===== src/rtl/adder_pkg.sv =====
// Shared constants and types for the adder/subtractor family.
// The bit-serial subtractor takes its operand width, counter width and FSM states from here.
package adder_pkg;

  localparam int WIDTH = 8;
  localparam int CNT_W = 3;

  typedef enum logic [1:0] {
    IDLE  = 2'd0,
    SHIFT = 2'd1,
    DONE  = 2'd2
  } fs_state_t;

endpackage


===== src/rtl/bit8_serial_fs_if.sv =====
// Start/done handshake and operand/result bus of the bit-serial subtractor.
// The master drives the request and the slave (the subtractor) returns the results.
interface bit8_serial_fs_if;
  import adder_pkg::*;

  logic             start;
  logic [WIDTH-1:0] a;
  logic [WIDTH-1:0] b;
  logic             bin;
  logic [WIDTH-1:0] diff;
  logic             bout;
  logic             overflow;
  logic             busy;
  logic             done;

  modport master (
    output start, a, b, bin,
    input  diff, bout, overflow, busy, done
  );

  modport slave (
    input  start, a, b, bin,
    output diff, bout, overflow, busy, done
  );

endinterface


===== src/rtl/full_subtractor.sv =====
// Purely combinational 1-bit full subtractor computing a - b - bin.
module full_subtractor (
  input  logic a,
  input  logic b,
  input  logic bin,
  output logic diff,
  output logic bout
);

  assign diff = a ^ b ^ bin;
  // Borrow out when b exceeds a, or when the bits are equal and a borrow arrives
  assign bout = (~a & b) | (~(a ^ b) & bin);

endmodule


===== src/rtl/bit8_serial_fs.sv =====
// Bit-serial 8-bit subtractor: computes a - b - bin LSB first through one full-subtractor cell,
// eight cycles per operation, with results registered only on completion.
module bit8_serial_fs
  import adder_pkg::*;
(
  input  logic            clk,
  input  logic            rst_n,
  bit8_serial_fs_if.slave bus
);

  fs_state_t        state_r;
  logic [CNT_W-1:0] cnt_r;
  logic [WIDTH-1:0] a_sr_r;
  logic [WIDTH-1:0] b_sr_r;
  logic [WIDTH-1:0] res_sr_r;
  logic             br_r;
  logic             a_msb_r;
  logic             b_msb_r;
  logic [WIDTH-1:0] diff_r;
  logic             bout_r;
  logic             overflow_r;
  logic             busy_r;
  logic             done_r;

  logic             d_s;
  logic             br_next_s;
  logic [WIDTH-1:0] res_next_s;

  full_subtractor u_fs (
    .a    (a_sr_r[0]),
    .b    (b_sr_r[0]),
    .bin  (br_r),
    .diff (d_s),
    .bout (br_next_s)
  );

  // New difference bit enters at the MSB so the result lines up after eight shifts
  assign res_next_s = {d_s, res_sr_r[WIDTH-1:1]};

  // Control FSM, operand/result shift registers and registered outputs
  always_ff @(posedge clk) begin
    if (!rst_n) begin
      state_r    <= IDLE;
      cnt_r      <= {CNT_W{1'b0}};
      a_sr_r     <= {WIDTH{1'b0}};
      b_sr_r     <= {WIDTH{1'b0}};
      res_sr_r   <= {WIDTH{1'b0}};
      br_r       <= 1'b0;
      a_msb_r    <= 1'b0;
      b_msb_r    <= 1'b0;
      diff_r     <= {WIDTH{1'b0}};
      bout_r     <= 1'b0;
      overflow_r <= 1'b0;
      busy_r     <= 1'b0;
      done_r     <= 1'b0;
    end else begin
      case (state_r)
        IDLE, DONE: begin
          done_r <= 1'b0;
          if (bus.start) begin
            a_sr_r  <= bus.a;
            b_sr_r  <= bus.b;
            br_r    <= bus.bin;
            a_msb_r <= bus.a[WIDTH-1];
            b_msb_r <= bus.b[WIDTH-1];
            cnt_r   <= {CNT_W{1'b0}};
            busy_r  <= 1'b1;
            state_r <= SHIFT;
          end else begin
            busy_r  <= 1'b0;
            state_r <= IDLE;
          end
        end
        SHIFT: begin
          a_sr_r   <= {1'b0, a_sr_r[WIDTH-1:1]};
          b_sr_r   <= {1'b0, b_sr_r[WIDTH-1:1]};
          res_sr_r <= res_next_s;
          br_r     <= br_next_s;
          cnt_r    <= cnt_r + 3'd1;
          if (cnt_r == 3'd7) begin
            // Overflow uses the latched operand signs; d_s is the final result MSB
            diff_r     <= res_next_s;
            bout_r     <= br_next_s;
            overflow_r <= (a_msb_r != b_msb_r) && (d_s != a_msb_r);
            done_r     <= 1'b1;
            busy_r     <= 1'b0;
            state_r    <= DONE;
          end else begin
            done_r  <= 1'b0;
            busy_r  <= 1'b1;
            state_r <= SHIFT;
          end
        end
        default: begin
          busy_r  <= 1'b0;
          done_r  <= 1'b0;
          state_r <= IDLE;
        end
      endcase
    end
  end

  assign bus.diff     = diff_r;
  assign bus.bout     = bout_r;
  assign bus.overflow = overflow_r;
  assign bus.busy     = busy_r;
  assign bus.done     = done_r;

endmodule


===== src/flat_wrapper.sv =====
// flat-port wrapper written by rule: the top's interface ports become plain ports
module bit8_serial_fs_flat import adder_pkg::*;
  (clk, rst_n, bus_start, bus_a, bus_b, bus_bin, bus_diff, bus_bout, bus_overflow, bus_busy, bus_done);
  bit8_serial_fs_if bus_i ();
  input  logic clk;
  input  logic rst_n;
  input wire logic [$bits(bus_i.start)-1:0] bus_start;
  input wire logic [$bits(bus_i.a)-1:0] bus_a;
  input wire logic [$bits(bus_i.b)-1:0] bus_b;
  input wire logic [$bits(bus_i.bin)-1:0] bus_bin;
  output wire logic [$bits(bus_i.diff)-1:0] bus_diff;
  output wire logic [$bits(bus_i.bout)-1:0] bus_bout;
  output wire logic [$bits(bus_i.overflow)-1:0] bus_overflow;
  output wire logic [$bits(bus_i.busy)-1:0] bus_busy;
  output wire logic [$bits(bus_i.done)-1:0] bus_done;
  assign bus_i.start = bus_start;
  assign bus_i.a = bus_a;
  assign bus_i.b = bus_b;
  assign bus_i.bin = bus_bin;
  assign bus_diff = bus_i.diff;
  assign bus_bout = bus_i.bout;
  assign bus_overflow = bus_i.overflow;
  assign bus_busy = bus_i.busy;
  assign bus_done = bus_i.done;
  bit8_serial_fs u_core (.clk(clk), .rst_n(rst_n), .bus(bus_i));
endmodule

===== config.mk =====
export PLATFORM = sky130hd
export DESIGN_NAME = bit8_serial_fs_flat
export DESIGN_NICKNAME = d
export VERILOG_FILES = /design/src/rtl/adder_pkg.sv /design/src/rtl/bit8_serial_fs_if.sv /design/src/rtl/full_subtractor.sv /design/src/rtl/bit8_serial_fs.sv /design/src/flat_wrapper.sv
export SDC_FILE = /design/constraint.sdc
export NUM_CORES = 1
export LEC_CHECK = 0
export BUFFER_PORTS_ARGS = -buffer_cell sky130_fd_sc_hd__buf_4
export CAP_MARGIN = 20
export CORE_AREA = 2 2 70 55
export CTS_CLUSTER_DIAMETER = 50
export CTS_CLUSTER_SIZE = 25
export DETAILED_ROUTE_END_ITERATION = 12
export DIE_AREA = 0 0 72 57
export GPL_ROUTABILITY_DRIVEN = 0
export GPL_TIMING_DRIVEN = 0
export HOLD_SLACK_MARGIN = 0.1
export PLACE_DENSITY = 0.79
export SLEW_MARGIN = 25
export SYNTH_ARGS = -nofsm -noshare
export SYNTH_HDL_FRONTEND = slang
export SYNTH_HIERARCHICAL = 1
export SYNTH_SLANG_ARGS = --single-unit

===== constraint.sdc =====
create_clock -name clk -period 1.6 [get_ports clk]
set_input_delay 0.24 -clock clk [delete_from_list [all_inputs] [get_ports clk]]
set_output_delay 0.24 -clock clk [all_outputs]
set_load 0.03 [all_outputs]

==> results of run 1 <==
[worst max-delay path, cell delays in order, from the launching register on]
cell and delay [ns]:
dfxtp_1 0.33, inv_1 0.06, fa_1 0.54, nor2_1 0.14, a21oi_1 0.07, a211oi_1 0.21
[final timing paths]
kind                            from  depth (start not counted)                   to  slack, ns
setup / recovery    u_core/b_sr_r[0]                          5  u_core/bus.overflow       0.16
hold / removal              bus_a[7]                          3       u_core/a_msb_r       0.22
setup reg to reg    u_core/b_sr_r[0]                          5  u_core/bus.overflow       0.16
hold reg to reg   u_core/bus.diff[0]                          2   u_core/bus.diff[0]       0.46
[kinds of logic (layout without fill, tap and decap cells)]
group	count (synthesis)	after routing	synth area share (%)
compound gates	41	41	17.3
simple gates	83	83	22.5
buf+inv	20	60	6.66
flops	42	42	50.3
fa+ha+maj	3	3	2.69
mux	1	1	0.598
[layer usage]
| metal | vias up | GRT usage [%] | part of all wire, % |
|---|---|---|---|
| met1 | 667 | 26.6 | 52 |
| li1 | 746 | - | - |
| met2 | 35 | 28.6 | 40 |
| met5 | - | 0 | 0 |
| met4 | 0 | 12.9 | 2.9 |
| met3 | 7 | 5.12 | 4.8 |
[report_power, final]
group          total [mW]  internal [mW]  switching (mW)
Combinational       0.289          0.132           0.157
Sequential           1.13           1.10          0.0332
Clock               0.704          0.348           0.356
[Yosys cell counts (all sizes together)]
cell,number
dfxtp,42
nand2,28
nor3,20
nor2,14
a21boi,13
nand3,12
buf,11
a21oi,10
o221ai,10
clkbuf,5
o22ai,5
inv,4
and3,3
ha,2
nand2b,2
nand3b,2
nor2b,2
o21a,2
a211oi,1
fa,1
mux2i,1
[per-stage QoR]
step / power (mW) / hold WS, ns / cells / util, % / worst slack [ns]
after global routing: 2.23 / 0.224 / 272 / 58.9 / 0.0552
after CTS: 2.14 / 0.207 / 270 / 58.4 / 0.0747
after detailed placement: 1.44 / 0.448 / 262 / 55.8 / 0.0884
after global placement: 1.44 / 0.444 / 262 / 55.8 / 0.0985
after floorplan: 1.35 / 0.399 / 190 / - / 0.280
final: 2.12 / 0.219 / 272 / 58.9 / 0.165
[state kept, by name (all words and copies together) (netlist names)]
register             cells
u_core/a_msb_r           1
u_core/a_sr_r            8
u_core/b_msb_r           1
u_core/b_sr_r            8
u_core/br_r              1
u_core/bus.bout          1
u_core/bus.diff          8
u_core/bus.done          1
u_core/bus.overflow      1
u_core/cnt_r             3
u_core/res_sr_r          7
u_core/state_r           2
[repair_timing]
item,in CTS,in global routing
setup endpoints to repair,0,7
hold buffers,0,0
gates resized for setup,0,2
buffers inserted,0,2
[area by class of cell]
type	count	area [um2]	area share, %
clock buffer	7	86.3	4.19
buffer	16	97.6	4.74
timing repair buffer	32	240	11.7
sequential	42	841	40.9
inverter	4	15.0	0.729
multi-input combinational	128	721	35.0
clock inverter	1	5.00	0.243
tap	42	52.6	2.55
==> results.json, run 1 <==
{
  "status": "complete, no violations",
  "synthesis.area_mm2": 0.00167,
  "coreArea_mm2": 0.00349,
  "synth.avg_cell_area_um2": 8.80,
  "viasPerCell": 5.35,
  "num_vias": 1455,
  "firstDrtPassIters": 4,
  "setup_violations": 0,
  "antenna_found_initial": 0,
  "area_delta_synth_final_pct": 23.0,
  "netlist.area_leader.share_pct": 50.3,
  "cellPowerDensity_mw_per_mm2": 1030,
  "routedWlPerCell_um": 13.1,
  "nets": 252,
  "vdd_drop_max_v": 0.000591,
  "grt_overflow": 0,
  "antenna_left": 0,
  "antenna_cells": 0,
  "io_buffers": 30,
  "final-hold-violation-count": 0,
  "end_kind": "flip-flop",
  "rows": 19,
  "dpl.hpwl_um": 2420,
  "synth.area.top_cells": "dfxtp_1 (50%), nand2_1 (6.3%), nor3_1 (6.0%)",
  "leakagePower_nw": 0.838,
  "slew_headroom_pct": 67.0,
  "min_path_type": "in -> reg",
  "drive_gt1_share_pct": 22.2,
  "routed_wl_um": 3550,
  "startpoint_type": "flip-flop",
  "synth_largest_area_cell": "dfxtp_1",
  "grt_max_degree": 13,
  "syn-instance-count": 190,
  "layout_common_cells": "dfxtp_1 (42), buf_4 (36), nand2_1 (28)",
  "dieArea_mm2": 0.00410,
  "drtIter0Drc": 98,
  "start_util_pct": 47.9,
  "drc_errors": 0,
  "clock_skew_ns": 0.00511,
  "cts_sinks": 42,
  "clk_latency_ns": 0.30,
  "clock-root-buffer": "clkbuf_8",
  "final.period_utilization_pct": 89.7,
  "fill_cells": 312,
  "fp.dieH_um": 57,
  "grt_pass1_vias": 1346,
  "synth_fp_nets": 213,
  "path_clk_slew_ns": 0.08,
  "cts_tree": "yes",
  "worstSetupPathType": "reg -> reg",
  "ys_seq_area_share_pct": 50.3,
  "dpl_cell_area_mm2": 0.00195,
  "required_ns": 1.82,
  "timing.fmax_mhz": 697,
  "finalInstanceArea_mm2": 0.00206,
  "final_common_cell": "dfxtp_1",
  "cts-buffers-inserted": 5,
  "ys_ff_latch": 42,
  "cp_max_fo": 4,
  "tightestPinTransition_ns": 0.495,
  "maxCapViolations": 0,
  "io_pins": 32,
  "grt_pass1_wl_um": 6110,
  "fin_setup_tns_ns": 0,
  "cp_data_arrival_time_ns": 1.66,
  "maxSlewViolCount": 0,
  "die-width_um": 72,
  "grt.total_usage_pct": 19.9,
  "h-tree-depth": 2,
  "synthDistinctLibCells": 23,
  "rsz0062_at_grt": "no",
  "cts_buffer_depth": 2,
  "ys_warn_count": 6,
  "period_needed_ns": 1.44
}
Power figures use the tool's default switching activity.
==> inputs of run 2 (changes only) <==
--- a/config.mk
+++ b/config.mk
@@ -16,6 +16,7 @@
 export GPL_TIMING_DRIVEN = 0
 export HOLD_SLACK_MARGIN = 0.1
 export PLACE_DENSITY = 0.79
+export REMOVE_ABC_BUFFERS = 1
 export SLEW_MARGIN = 25
 export SYNTH_ARGS = -nofsm -noshare
 export SYNTH_HDL_FRONTEND = slang
==> results.json, run 2 (synthesis results as in run 1) <==
{
  "preCtsSetupSlack_ns": -0.224,
  "r2r_end": "u_core/bus.diff[6]",
  "rr_startpoint": "u_core/state_r[0]",
  "min_path_type": "in -> reg",
  "vdd_drop_max_v": 0.000405,
  "period_needed_ns": 1.48,
  "start_util_pct": 47.9,
  "grt.total_usage_pct": 16.9,
  "layout_setup_ws_ns": 0.115,
  "dieArea_mm2": 0.00410,
  "drtIter0Drc": 103,
  "fp.dieH_um": 57,
  "coreArea_mm2": 0.00349,
  "fill_cells": 317,
  "startpoint_type": "flip-flop",
  "die-width_um": 72,
  "grt_pass1_wl_um": 5420,
  "gr-usage-met1_pct": 21.4,
  "hold_depth": 3,
  "firstDrtPassIters": 4,
  "met2_usage_pct": 27.9,
  "utilization_pct": 57.9,
  "area_delta_synth_final_pct": 20.9,
  "cts_buffer_depth": 2,
  "drc_errors": 0,
  "hold_start": "bus_b[7]",
  "status": "complete, no violations",
  "worstSetupPathType": "reg -> reg",
  "slew_headroom_pct": 51.5,
  "met3_usage_pct": 3.71,
  "power_mw": 2.19,
  "drive_gt1_share_pct": 21.8,
  "io_pins": 32,
  "path_clk_slew_ns": 0.08,
  "dpl.hpwl_um": 2040,
  "num_vias": 1413,
  "routed_wl_um": 3400,
  "setup_violations": 0,
  "top_usage_layer": "met2",
  "hold_end": "u_core/b_sr_r[7]",
  "routedWlPerCell_um": 13.2,
  "required_ns": 1.82,
  "end_kind": "flip-flop",
  "layout_common_cells": "dfxtp_1 (42), buf_4 (33), nand2_1 (28)",
  "antenna_left": 0,
  "h-tree-depth": 2,
  "cts_hold_buf": 0,
  "clock_skew_ns": 0.00750,
  "cts_sinks": 42,
  "maxCapViolations": 0,
  "antenna_cells": 0,
  "cp_max_fo": 17,
  "maxSlewViolCount": 0,
  "grt_max_degree": 36,
  "reg2reg_depth": 3,
  "timing.fmax_mhz": 674,
  "cellPowerDensity_mw_per_mm2": 1090,
  "cts-buffers-inserted": 5,
  "final_common_cell": "dfxtp_1",
  "tightestPinTransition_ns": 0.725,
  "nets": 238,
  "io_buffers": 31,
  "final.period_utilization_pct": 92.8,
  "leakagePower_nw": 0.797,
  "clock-root-buffer": "clkbuf_8",
  "viasPerCell": 5.48,
  "cp_data_arrival_time_ns": 1.71,
  "antenna_found_initial": 0,
  "reg2reg_slack_ns": 0.12,
  "rsz0062_at_grt": "no",
  "cts_tree": "yes",
  "grt_overflow": 0,
  "clk_latency_ns": 0.29,
  "grt_pass1_vias": 1278,
  "rows": 19,
  "final-hold-violation-count": 0
}
## run 2: metal layers
| layer | vias to the layer above | share of wire (%) |
|---|---|---|
| li1 | 720 | - |
| met1 | 654 | 47 |
| met2 | 34 | 47 |
| met3 | 5 | 4.7 |
| met4 | 0 | 1.3 |
| met5 | - | 0 |
## run 2: worst max-delay path by stage
stage                      startpoint  cells after the start             endpoint
detailed placement    u_core/cnt_r[0]                      5  u_core/bus.overflow
global route        u_core/state_r[0]                      3   u_core/bus.diff[6]
CTS                 u_core/state_r[0]                      3      u_core/cnt_r[0]
floorplan           u_core/state_r[0]                      3  u_core/bus.overflow
global placement    u_core/state_r[0]                      3  u_core/bus.overflow
finish              u_core/state_r[0]                      3   u_core/bus.diff[6]
## run 2: worst max-delay path, cell delays in order, from the launching register on
cell	delay, ns
dfxtp_1	0.47
nor2b_2	0.67
nand3_1	0.15
a21boi_1	0.14
## run 2: where the power goes
group          leakage [nW]  total, mW  internal, mW  switching [mW]
sequential            0.343       1.13          1.10          0.0330
clock                0.0579      0.803         0.459           0.344
combinational         0.396      0.260         0.112           0.148
## run 2: through the flow
step / TNS [ns] / cells / hold slack [ns] / cell area, um2
final: 0 / 258 / 0.231 / 2020
after global routing: 0 / 258 / 0.232 / 2020
after CTS: 0 / 257 / 0.222 / 2000
after detailed placement: -2.78 / 247 / 0.447 / 1870
after global placement: -28.92 / 247 / 0.444 / 1860
after floorplan: -16.64 / 174 / 0.358 / 1580
## run 2: layout make-up
type                    count  area, um2  share of cell area (%)
well taps                  42       52.6                    2.60
flip-flops and latches     42        841                    41.6
multi-input cells         129        757                    37.4
clock inverters             3       40.0                    1.98
repair buffers             33        248                    12.3
inverters                   4       15.0                   0.743
clock buffers               5       68.8                    3.40
## run 2: what timing repair did
action	in CTS	in global routing
gates resized for setup	2	2
setup endpoints to repair	31	36
gates cloned	0	1
setup buffers	2	0
pin swaps	1	0
==> inputs of run 3 (changes only) <==
--- a/config.mk
+++ b/config.mk
@@ -5,13 +5,14 @@
 export SDC_FILE = /design/constraint.sdc
 export NUM_CORES = 1
 export LEC_CHECK = 0
+export ABC_AREA = 1
 export BUFFER_PORTS_ARGS = -buffer_cell sky130_fd_sc_hd__buf_4
 export CAP_MARGIN = 20
-export CORE_AREA = 2 2 70 55
+export CORE_AREA = 2 2 74 58
 export CTS_CLUSTER_DIAMETER = 50
 export CTS_CLUSTER_SIZE = 25
 export DETAILED_ROUTE_END_ITERATION = 12
-export DIE_AREA = 0 0 72 57
+export DIE_AREA = 0 0 76 60
 export GPL_ROUTABILITY_DRIVEN = 0
 export GPL_TIMING_DRIVEN = 0
 export HOLD_SLACK_MARGIN = 0.1
==> results.json, run 3 <==
{
  "muxShareOfSynthArea_pct": 0,
  "yosys.area_share.adder_pct": 2.39,
  "die-width_um": 76,
  "rr_startpoint": "u_core/cnt_r[0]",
  "min_path_type": "in -> reg",
  "period_needed_ns": 1.54,
  "yosysMostFrequentCell": "nand2_1",
  "antenna_cells": 0,
  "clk_latency_ns": 0.30,
  "preCtsSetupSlack_ns": -0.479,
  "netlist_top_cells_count": "nand2_1 (54), dfxtp_1 (42), inv_1 (42)",
  "fp.dieH_um": 60,
  "dieArea_mm2": 0.00456,
  "cp_data_arrival_time_ns": 1.77,
  "grt_pass1_wl_um": 6350,
  "io_buffers": 31,
  "synth_edf_count": 0,
  "seqCellArea_um2": 842,
  "synth_xor_area_share_pct": 0,
  "layout_setup_ws_ns": 0.0561,
  "worstSetupPathType": "reg -> reg",
  "dpl_cell_area_mm2": 0.00209,
  "ys_ff_latch": 42,
  "grt_pass1_vias": 1468,
  "routed_wl_um": 3590,
  "grt_max_degree": 40,
  "vdd_drop_max_v": 0.000739,
  "r2r_end": "u_core/bus.diff[6]",
  "dpl.hpwl_um": 2330,
  "final_common_cell": "nand2_1",
  "hold_end": "u_core/a_sr_r[5]",
  "synthDistinctLibCells": 19,
  "nets": 316,
  "synth_top_family_by_area": "simple AND/OR/NAND/NOR gates",
  "reg2reg_depth": 6,
  "synth_simple_gate_area_share_pct": 30.9,
  "grt_overflow": 0,
  "synth_compound_area_share_pct": 7.90,
  "drc_errors": 0,
  "startpoint_type": "flip-flop",
  "coreArea_mm2": 0.00388,
  "viasPerCell": 4.72,
  "ys_warn_count": 6,
  "cellPowerDensity_mw_per_mm2": 1050,
  "maxSlewViolCount": 0,
  "clock-root-buffer": "clkbuf_8",
  "leakagePower_nw": 1.09,
  "io_pins": 32,
  "status": "complete, no violations",
  "synth_largest_area_cell": "dfxtp_1",
  "netlist.area_leader.share_pct": 44.6,
  "synth.area.top_cells": "dfxtp_1 (45%), nand2_1 (11%), nand3_1 (9.3%)",
  "cts_sinks": 42,
  "drive_gt1_share_pct": 16.7,
  "maxCapViolations": 0,
  "utilization_pct": 57.0,
  "hold_depth": 3,
  "start_util_pct": 48.6,
  "synthesis.area_mm2": 0.00189,
  "cts_hold_buf": 0,
  "area_delta_synth_final_pct": 17.3,
  "syn-instance-count": 270,
  "async_flop_share_pct": 0,
  "multi_input_area_um2": 778,
  "ys_seq_area_share_pct": 44.6,
  "path_clk_slew_ns": 0.08,
  "slew_headroom_pct": 63.4,
  "h-tree-depth": 2,
  "finalInstanceArea_mm2": 0.00221,
  "routedWlPerCell_um": 10.3,
  "cp_max_fo": 11,
  "fill_cells": 374,
  "cts-buffers-inserted": 5,
  "antenna_found_initial": 0,
  "clock_skew_ns": 0.00683,
  "final.period_utilization_pct": 96.5,
  "num_vias": 1649,
  "layout_common_cells": "nand2_1 (53), inv_1 (42), dfxtp_1 (41)",
  "setup_violations": 0,
  "hold_start": "bus_a[5]",
  "synth.avg_cell_area_um2": 6.98,
  "reg2reg_slack_ns": 0.06,
  "timing.fmax_mhz": 648,
  "tightestPinTransition_ns": 0.547,
  "rows": 20,
  "cts_buffer_depth": 2,
  "rsz0062_at_grt": "yes",
  "final-hold-violation-count": 0,
  "antenna_left": 0,
  "drtIter0Drc": 108,
  "cts_setup_buffers": 0,
  "ys_dominant_reg_cell": "dfxtp_1",
  "end_kind": "flip-flop",
  "required_ns": 1.83,
  "power_mw": 2.31,
  "cts_tree": "yes",
  "firstDrtPassIters": 4,
  "grt.total_usage_pct": 17.6
}
==> run 3: cell count changes after synthesis, moves of 10 or more <==
cell,previous run,this run
a21boi_1,13,0
inv_1,4,42
nand2_1,28,54
nand3_1,12,35
nor2_1,14,39
nor3_1,20,0
o221ai_1,10,0
==> run 3: cell type report <==
| cell class | instances | area share, % |
|---|---|---|
| inverters | 46 | 7.92 |
| clock buffers | 5 | 3.11 |
| clock inverters | 3 | 2.04 |
| well taps | 55 | 3.11 |
| multi-input cells | 167 | 35.2 |
| flip-flops and latches | 42 | 38.1 |
| repair buffers | 31 | 10.5 |
==> run 3: worst max-delay path, stage by stage (launching register included) <==
cell	delay [ns]
dfxtp_1	0.37
ha_1	0.16
ha_1	0.19
nand3_2	0.27
inv_4	0.19
nand2_1	0.15
o21ai_1	0.15
==> run 3: routing by layer <==
layer | global-route usage [%] | vias up | wire, um
li1 | - | 870 | -
met1 | 21.9 | 747 | 1800
met2 | 30.1 | 27 | 1630
met3 | 4.53 | 5 | 119
met4 | 7.01 | 0 | 38
met5 | 0 | - | 0
==> run 3: worst max-delay path by stage <==
| stage | startpoint | endpoint | slack (ns) |
|---|---|---|---|
| 5_1_grt | u_core/cnt_r[0] | u_core/bus.diff[2] | -0.07 |
| 3_3_place_gp | u_core/state_r[0] | u_core/res_sr_r[3] | -0.46 |
| 2_1_floorplan | u_core/state_r[0] | u_core/res_sr_r[3] | -0.23 |
| 3_5_place_dp | u_core/state_r[0] | u_core/res_sr_r[3] | -0.48 |
| 6_report | u_core/cnt_r[0] | u_core/bus.diff[6] | 0.06 |
| 4_1_cts | u_core/cnt_r[0] | u_core/bus.diff[6] | 0.03 |
==> run 3: repair_timing <==
action | in CTS | in global routing
endpoints found under the hold margin | 0 | 0
endpoints found under the setup margin | 33 | 11
resized for setup | 2 | 1
==> run 3: per-stage QoR <==
stage	hold slack, ns	instances	TNS, ns
2_1_floorplan	0.375	255	-4.71
3_3_place_gp	0.445	341	-10.87
3_5_place_dp	0.461	341	-11.05
4_1_cts	0.161	349	0
5_1_grt	0.158	349	-0.251
6_report	0.163	349	0
==> run 3: cells by family (layout without fill, tap and decap cells) <==
family / count (synthesis) / count (layout)
buf+inv: 61 / 85
flops: 42 / 42
fa+ha+maj: 3 / 3
compound gates: 29 / 29
simple gates: 135 / 135
==> run 3: where the power goes <==
part	switching [mW]	total, mW	internal [mW]
clock	0.380	0.844	0.464
sequential	0.0383	1.15	1.11
combinational	0.188	0.318	0.130
total	0.606	2.31	1.71
